--- config.mk ---
export PLATFORM = sky130hd
export DESIGN_NAME = modport_stack
export DESIGN_NICKNAME = d
export VERILOG_FILES = /design/src/rtl/modport_stack.sv
export SDC_FILE = /design/constraint.sdc
export NUM_CORES = 2
export LEC_CHECK = 0
export CAP_MARGIN = 0
export CORE_UTILIZATION = 35
export DETAILED_ROUTE_END_ITERATION = 10
export SLEW_MARGIN = 20
export SYNTH_ARGS = -nofsm -noshare
export SYNTH_HDL_FRONTEND = slang
export SYNTH_SLANG_ARGS = --single-unit
export TNS_END_PERCENT = 5
--- constraint.sdc ---
create_clock -name clk -period 4.8 [get_ports clk]
set_input_delay 1.2 -clock clk [delete_from_list [all_inputs] [get_ports clk]]
set_output_delay 1.2 -clock clk [all_outputs]
set_load 0.005 [all_outputs]
--- src/rtl/modport_stack.sv ---
// Data stack with the top two entries held in registers (s0/s1). Deeper entries
// live in a spill array that is written on PUSH and read combinationally on POP/PICK.
module modport_stack #(
  parameter  int WIDTH = 32,
  parameter  int DEPTH = 64,
  localparam int DW    = $clog2(DEPTH + 1)
) (
  input  logic             clk,
  input  logic             rst_n,
  input  logic [1:0]       op,
  input  logic [WIDTH-1:0] vi,
  output logic [WIDTH-1:0] s0,
  output logic [WIDTH-1:0] s1,
  output logic [DW-1:0]    depth,
  output logic             empty,
  output logic             full,
  output logic             err
);

  typedef enum logic [1:0] {
    OP_NOP  = 2'b00,
    OP_PUSH = 2'b01,
    OP_POP  = 2'b10,
    OP_PICK = 2'b11
  } stack_op_t;

  localparam int MW = (DEPTH > 2) ? DEPTH - 2 : 1;
  localparam int AW = (MW > 1) ? $clog2(MW) : 1;

  logic [WIDTH-1:0] mem [MW];
  logic [DW-1:0]    depth_r;
  stack_op_t        op_c;

  logic [DW-1:0]    spill_d, fill_d, pick_d;
  logic [AW-1:0]    spill_a, fill_a, pick_a;
  logic [WIDTH:0]   pick_need;
  logic             push_ok, pop_ok, pick_ok;
  logic [WIDTH-1:0] fill_val, pick_val;

  assign op_c  = stack_op_t'(op);
  assign depth = depth_r;
  assign empty = (depth_r == '0);
  assign full  = (depth_r == DW'(DEPTH));

  // Slot k below TOS (k >= 2) lives at mem[depth-1-k]
  assign spill_d = depth_r - DW'(2);
  assign fill_d  = depth_r - DW'(3);
  assign pick_d  = depth_r - DW'(2) - s0[DW-1:0];
  assign spill_a = spill_d[AW-1:0];
  assign fill_a  = fill_d[AW-1:0];
  assign pick_a  = pick_d[AW-1:0];

  // Index compared one bit wider than the data so an all-ones n cannot wrap
  assign pick_need = {1'b0, s0} + (WIDTH+1)'(2);
  assign pick_ok   = (pick_need <= (WIDTH+1)'(depth_r));
  assign push_ok   = !full;
  assign pop_ok    = !empty;

  assign fill_val  = (depth_r >= DW'(3)) ? mem[fill_a] : '0;
  assign pick_val  = (s0 == '0) ? s1 : mem[pick_a];

  always_ff @(posedge clk or negedge rst_n) begin
    if (!rst_n) begin
      s0      <= '0;
      s1      <= '0;
      depth_r <= '0;
      err     <= 1'b0;
    end else begin
      err <= 1'b0;
      unique case (op_c)
        OP_NOP: ;
        OP_PUSH: begin
          if (push_ok) begin
            s0      <= vi;
            s1      <= s0;
            depth_r <= depth_r + DW'(1);
          end else begin
            err <= 1'b1;
          end
        end
        OP_POP: begin
          if (pop_ok) begin
            s0      <= s1;
            s1      <= fill_val;
            depth_r <= depth_r - DW'(1);
          end else begin
            err <= 1'b1;
          end
        end
        OP_PICK: begin
          if (pick_ok) s0 <= pick_val;
          else         err <= 1'b1;
        end
        default: ;
      endcase
    end
  end

  // Storage holds data only; no reset needed since slots beyond depth are never read
  always_ff @(posedge clk) begin
    if (op_c == OP_PUSH && push_ok && depth_r >= DW'(2))
      mem[spill_a] <= s1;
  end

endmodule

Yosys cells after proc, flatten, opt, wreduce, memory -nomap -nowiden

Memory sizes are Yosys's and may differ from the RTL's.
Cells that the tools add are included.

Memories kept: 1
Output and inout bits: 74
RAM bits: 1984
Bits in registers: 72

Memory list:

| memory | words | width | rd ports | clocked after memory_dff | wr ports | line | source |
|---|---|---|---|---|---|---|---|
| mem    | 62    | 32    | 2        | 0                        | 1        | 30   | `logic [WIDTH-1:0] mem [MW];` |

Eq/ne operators: 7
Multiplexer cells: 18
Add/subtract/negate cells: 6
Reduce and logical (&&, ||, !) cells: 9
Magnitude comparators: 3

Operator list:

| cell                                                              | count |
|---|---|
| two-way mux 32 bit                                                | 7 |
| case mux 32 bit (3 select lines)                                  | 1 |
| case mux 32 bit (2 select lines)                                  | 1 |
| adder 32 x 2 -> 33 bit, second input constant                     | 1 |
| less-or-equal comparator 33 x 7 -> 1 bit                          | 1 |
| zero test 32 bit                                                  | 1 |
| greater-or-equal comparator 7 x 2 -> 1 bit, second input constant | 2 |
| two-way mux 7 bit                                                 | 2 |
| case mux 7 bit (2 select lines)                                   | 1 |
| subtractor 6 x 2 -> 6 bit, second input constant                  | 2 |
| adder 7 x 1 -> 7 bit, second input constant                       | 1 |
| == test 7 bit, second input constant                              | 1 |
| zero test 7 bit                                                   | 1 |
| subtractor 7 x 1 -> 7 bit, second input constant                  | 1 |
| != test 2 bit, second input constant                              | 3 |
| subtractor 6 bit                                                  | 1 |
| two-way mux 1 bit                                                 | 5 |
| == test 2 bit, second input constant                              | 2 |
| AND reduction 4 bit                                               | 1 |
| case mux 1 bit (3 select lines)                                   | 1 |
| AND reduction 3 bit                                               | 1 |
| nonzero test 3 bit                                                | 1 |
| == test 2 x 1 -> 1 bit, second input constant                     | 1 |
| logical AND 1 bit                                                 | 2 |
| other kinds (2)                                                   | 2 |

Depth between registers and ports, before layout

Depth after elaboration: 6
Gate-level depth with buffers: 19
Mapped depth without buffers: 15

Worst setup path after synthesis

No wires, ideal clock.

Path type: reg-to-reg
Start point: register depth_r[0] (netlist: depth[0])
End point: register s0[31]
Stages on the path, launching flop included: 19
Setup slack: 365 ps
Required time: 4672 ps
Period minus slack after synthesis: 4435 ps
Arrival time: 4308 ps
Setup time: 128 ps
Cells stage by stage: dfrtp_1 -> buf_2 -> buf_6 -> buf_4 -> buf_4 -> buf_4 -> buf_2 -> inv_1 -> ha_1 -> fa_1 -> clkbuf_1 -> clkbuf_1 -> clkbuf_1 -> mux4_2 -> mux2i_1 -> o211ai_1 -> o21ai_0 -> o211ai_1 -> mux2_1

Longest elaborated chain between the ends: 6
Elaborated cells between the ends (all ways): 13

Ends and longest elaborated chain:

| element                          | line | source |
|---|---|---|
| start: declaration               | 31   | `logic [DW-1:0] depth_r;` |
| start signal: assignment         | 76   | `depth_r <= depth_r + DW'(1);` |
| start signal: assignment         | 85   | `depth_r <= depth_r - DW'(1);` |
| subtractor 6 x 2 -> 6 bit        | 48   | `assign pick_d = depth_r - DW'(2) - s0[DW-1:0];` |
| subtractor 6 bit                 | 48   |  |
| memory (62 x 32 bit)             | -    |  |
| two-way mux 32 bit               | 60   | `assign pick_val = (s0 == '0) ? s1 : mem[pick_a];` |
| two-way mux 32 bit               | 91   | `if (pick_ok) s0 <= pick_val;` |
| case mux 32 bit (3 select lines) | 70   | `unique case (op_c)` |
| end signal: assignment           | 74   | `s0 <= vi;` |
| end signal: assignment           | 91   |  |
| end: declaration                 | 12   | `output logic [WIDTH-1:0] s0,` |

Parallel ways exist; a longest one is shown, timed or not. The select of a mux whose other input is x is not followed.
A chain may end at the register's enable or synchronous reset.

Worst setup path in the final report

Start point: register s0[1]
End point: register s0[0]

Longest elaborated chain between the ends: 5
Elaborated cells between the ends (all ways): 10

Ends and longest elaborated chain:

| element |
|---|
| branches (longest 5 deep; another with adder 32 x 2 -> 33 bit) |

Several ways; the timed one is not identified. The select of a mux whose other input is x is not followed.

==> flow_metrics.env <==
export IMPL_antenna_found_initial=2
export IMPL_hp_class="in -> async"
export IMPL_drcViolationCount=0
export IMPL_clk_latency_ns=0.89
export IMPL_wl_per_cell_um=34.64
export IMPL_place_ws_ns=0.2697
export IMPL_async_reset_ff_frac=0.03502
export IMPL_drt_antenna_violating_nets=0
export IMPL_crit_arrival_ns=5.37
export IMPL_tightest_slew_ns=1.154
export IMPL_status="complete, no violations"
export IMPL_port_buffer_count=109
export IMPL_drv_cap=0
export IMPL_drt_iter0_drc=7279
export IMPL_end_kind="flip-flop"
export IMPL_layout_commonest_cell="edfxtp_1"
export IMPL_clk_path_buf_depth=3
export IMPL_ys_ff_latch=2056
export IMPL_root_buffer="clkbuf_16"
export IMPL_final_cell_mix="edfxtp_1 (1984), mux4_2 (1088), nand2_1 (325)"
export IMPL_rows=193
export IMPL_grt_max_degree=96
export IMPL_die_h_um=528.8
export IMPL_coreArea_um2=276300
export IMPL_clk_pin_slew_ns=0.06
export IMPL_path_cells="ha_1 > xor2_1 > ha_1 > and4_1 > a41oi_1 > a21oi_1 > o211a_1 > nand4_1 > nor4_2 > a32o_4 > mux2_2"
export IMPL_nNetsFinal=5292
export IMPL_grt_remaining_overflow=0
export IMPL_fin_crit_sh=0.9630
export IMPL_clock_sinks=2056
export IMPL_drive_gt1_frac=0.3514
export IMPL_path_max_fanout=32
export IMPL_critPathLaunchType="flip-flop"
export IMPL_path_class="reg -> reg"
export IMPL_fin_skew_ns=0.03470
export IMPL_regArea_um2=61420
export IMPL_synth_cell_types=68
export IMPL_multi_input_area_um2=34410
export IMPL_startpoint="s0[1]$_DFFE_PN0P_"
export IMPL_grt_pass1_vias=57160
export IMPL_worst_slack_ns=0.1775
export IMPL_htree_num_levels=4
export IMPL_slew_headroom=0.2276
export IMPL_dp_cells=8712
export IMPL_slowest_delay_ns=0.85
export IMPL_die_x_um=528.8
export IMPL_fin_tns_setup_ns=0
export IMPL_avgViaCountPerCell=6.165
export IMPL_fmax_mhz=216.3
export IMPL_gp_congestion=0.8937
export IMPL_fin_cells=9125
export IMPL_post_cts_buffers=0
export IMPL_synth_nets=5061
export IMPL_r2r_start="s0[1]$_DFFE_PN0P_"
export IMPL_yosysWarnings=0
export IMPL_crit_top_cell="ha_1"
export IMPL_die_area_um2=279600
export IMPL_io_pins=110
export IMPL_wl_um=316100
export IMPL_start_util=0.3515
export IMPL_drtPass1Iterations=8
export IMPL_num_fill_cells=24420
export IMPL_post_cts_resized=0
export IMPL_synth_edf_count=1984
export IMPL_dp_hpwl_um=191000
export IMPL_grt_usage=0.2243
export IMPL_min_period_ns=4.622
export IMPL_cts_tree="built"
export IMPL_postSynthCellCount=4994
export IMPL_setup_viol=0
export IMPL_finalHoldViolations=0
export IMPL_critPathSlowestCell="dfrtp_1"
export IMPL_grt_pass1_wl_um=443900
export IMPL_post_synth_instance_area_um2=97110
export IMPL_drv_slew=0
export IMPL_ys_seq_area_frac=0.6320
export IMPL_cts_hold_buffers_added=0
export IMPL_required_ns=5.55
export IMPL_areaGrowthSynthToFinish_pct=15.64
export IMPL_syn_area_per_cell_um2=19.45
export IMPL_rsz0062_at_grt="false"
export IMPL_vias=56260
export IMPL_synth_main_ff_cell="edfxtp_1"
export IMPL_numCtsBuffers=216
## through the flow
stage          hold WS [ns]    util  area [um^2]
6_report             0.3529  0.4065       112300
2_1_floorplan        0.5672       -        97110
5_1_grt              0.3514  0.4065       112300
3_5_place_dp         0.5751  0.3817       105400
3_3_place_gp         0.5739  0.3817       105400
4_1_cts              0.3348  0.4065       112300
## final cells by class
class | count | share of cell area
Clock buffer | 282 | 0.05244
Timing Repair Buffer | 422 | 0.04343
Sequential cell | 2056 | 0.5469
Antenna cell | 8 | 0.0001783
Inverter | 25 | 0.0008356
Multi-Input combinational cell | 2504 | 0.3064
Tap cell | 3705 | 0.04128
Clock inverter | 123 | 0.008534
## cells in the mapped netlist, types with 3 or more instances
cell type,number,share of area
edfxtp_1,1984,0.61
mux4_2,1088,0.25
nand2_1,327,0.013
clkbuf_1,207,0.0080
mux2i_1,164,0.017
nand3_1,144,0.0074
buf_2,131,0.0068
o21ai_0,113,0.0058
o211ai_1,95,0.0073
nor2_1,75,0.0029
dfrtp_1,72,0.019
a21oi_1,44,0.0023
nand4_1,44,0.0028
nor2b_1,37,0.0024
o21ai_1,36,0.0019
buf_4,33,0.0026
mux2_2,33,0.0038
a211oi_1,32,0.0025
a22oi_1,32,0.0025
a311oi_1,32,0.0029
a32oi_1,31,0.0028
mux2_4,30,0.0046
ha_1,29,0.0037
buf_1,28,0.0011
inv_1,24,0.00093
xnor2_1,19,0.0017
nor3_1,13,0.00067
xor2_1,13,0.0012
nor4_1,8,0.00052
and4_1,7,0.00063
a21o_1,6,0.00046
and3_1,5,0.00032
buf_6,5,0.00058
o31ai_1,5,0.00039
o21a_1,4,0.00031
and2_1,3,0.00019
buf_12,3,0.00062
o22ai_1,3,0.00019
## layer usage
metal,track usage,vias to the layer above,wire (um)
met2,0.3510,3357,148400
met3,0.04366,680,29110
li1,-,21930,-
met5,0,-,0
met1,0.2901,30290,117700
met4,0.1337,0,20900
## registers in the layout (all words and copies together), names as in the netlist
| register | count |
|---|---|
| depth | 7 |
| mem | 1984 |
| err | 1 |
| s0 | 32 |
| s1 | 32 |
## worst paths after layout
path	to	slack, ns	cells past startpoint
worst max-delay path	s0[0]$_DFFE_PN0P_	0.18	11
worst min-delay path	s1[30]$_DFFE_PN0P_	0.35	1
worst max register to register	s0[0]$_DFFE_PN0P_	0.18	11
worst min register to register	mem[38][5]$_DFFE_PP_	0.55	0
max in group asynchronous	s1[21]$_DFFE_PN0P_	3.38	2
min in group clk	mem[38][5]$_DFFE_PP_	0.55	0
## critical path, delay by kind of cell (launching register included)
family,cells,cell delay (ns)
AOI/OAI and AO/OA,4,1.31
adders and majority gates,2,0.76
and+or+nand+nor,3,0.98
DFF,1,0.85
muxes,1,0.43
xor gates and xnor gates,1,0.13
## logic make-up (layout without fill, tap and decap cells)
family                   Yosys count  after routing  share of synthesized area
AO/OA/AOI/OAI                    446            446                    0.03056
XOR/XNOR                          32             32                   0.002886
adder cells (fa/ha/maj)           31             31                   0.004149
buffers and inverters            434            852                    0.02068
flip-flops                      2056           2056                     0.6320
multiplexers                    1316           1316                     0.2778
other                              0              8                          0
AND/OR/NAND/NOR                  679            679                    0.03189
Power is not shown: default switching activity piles up to over one toggle a cycle in this logic, so the estimate is an artifact.
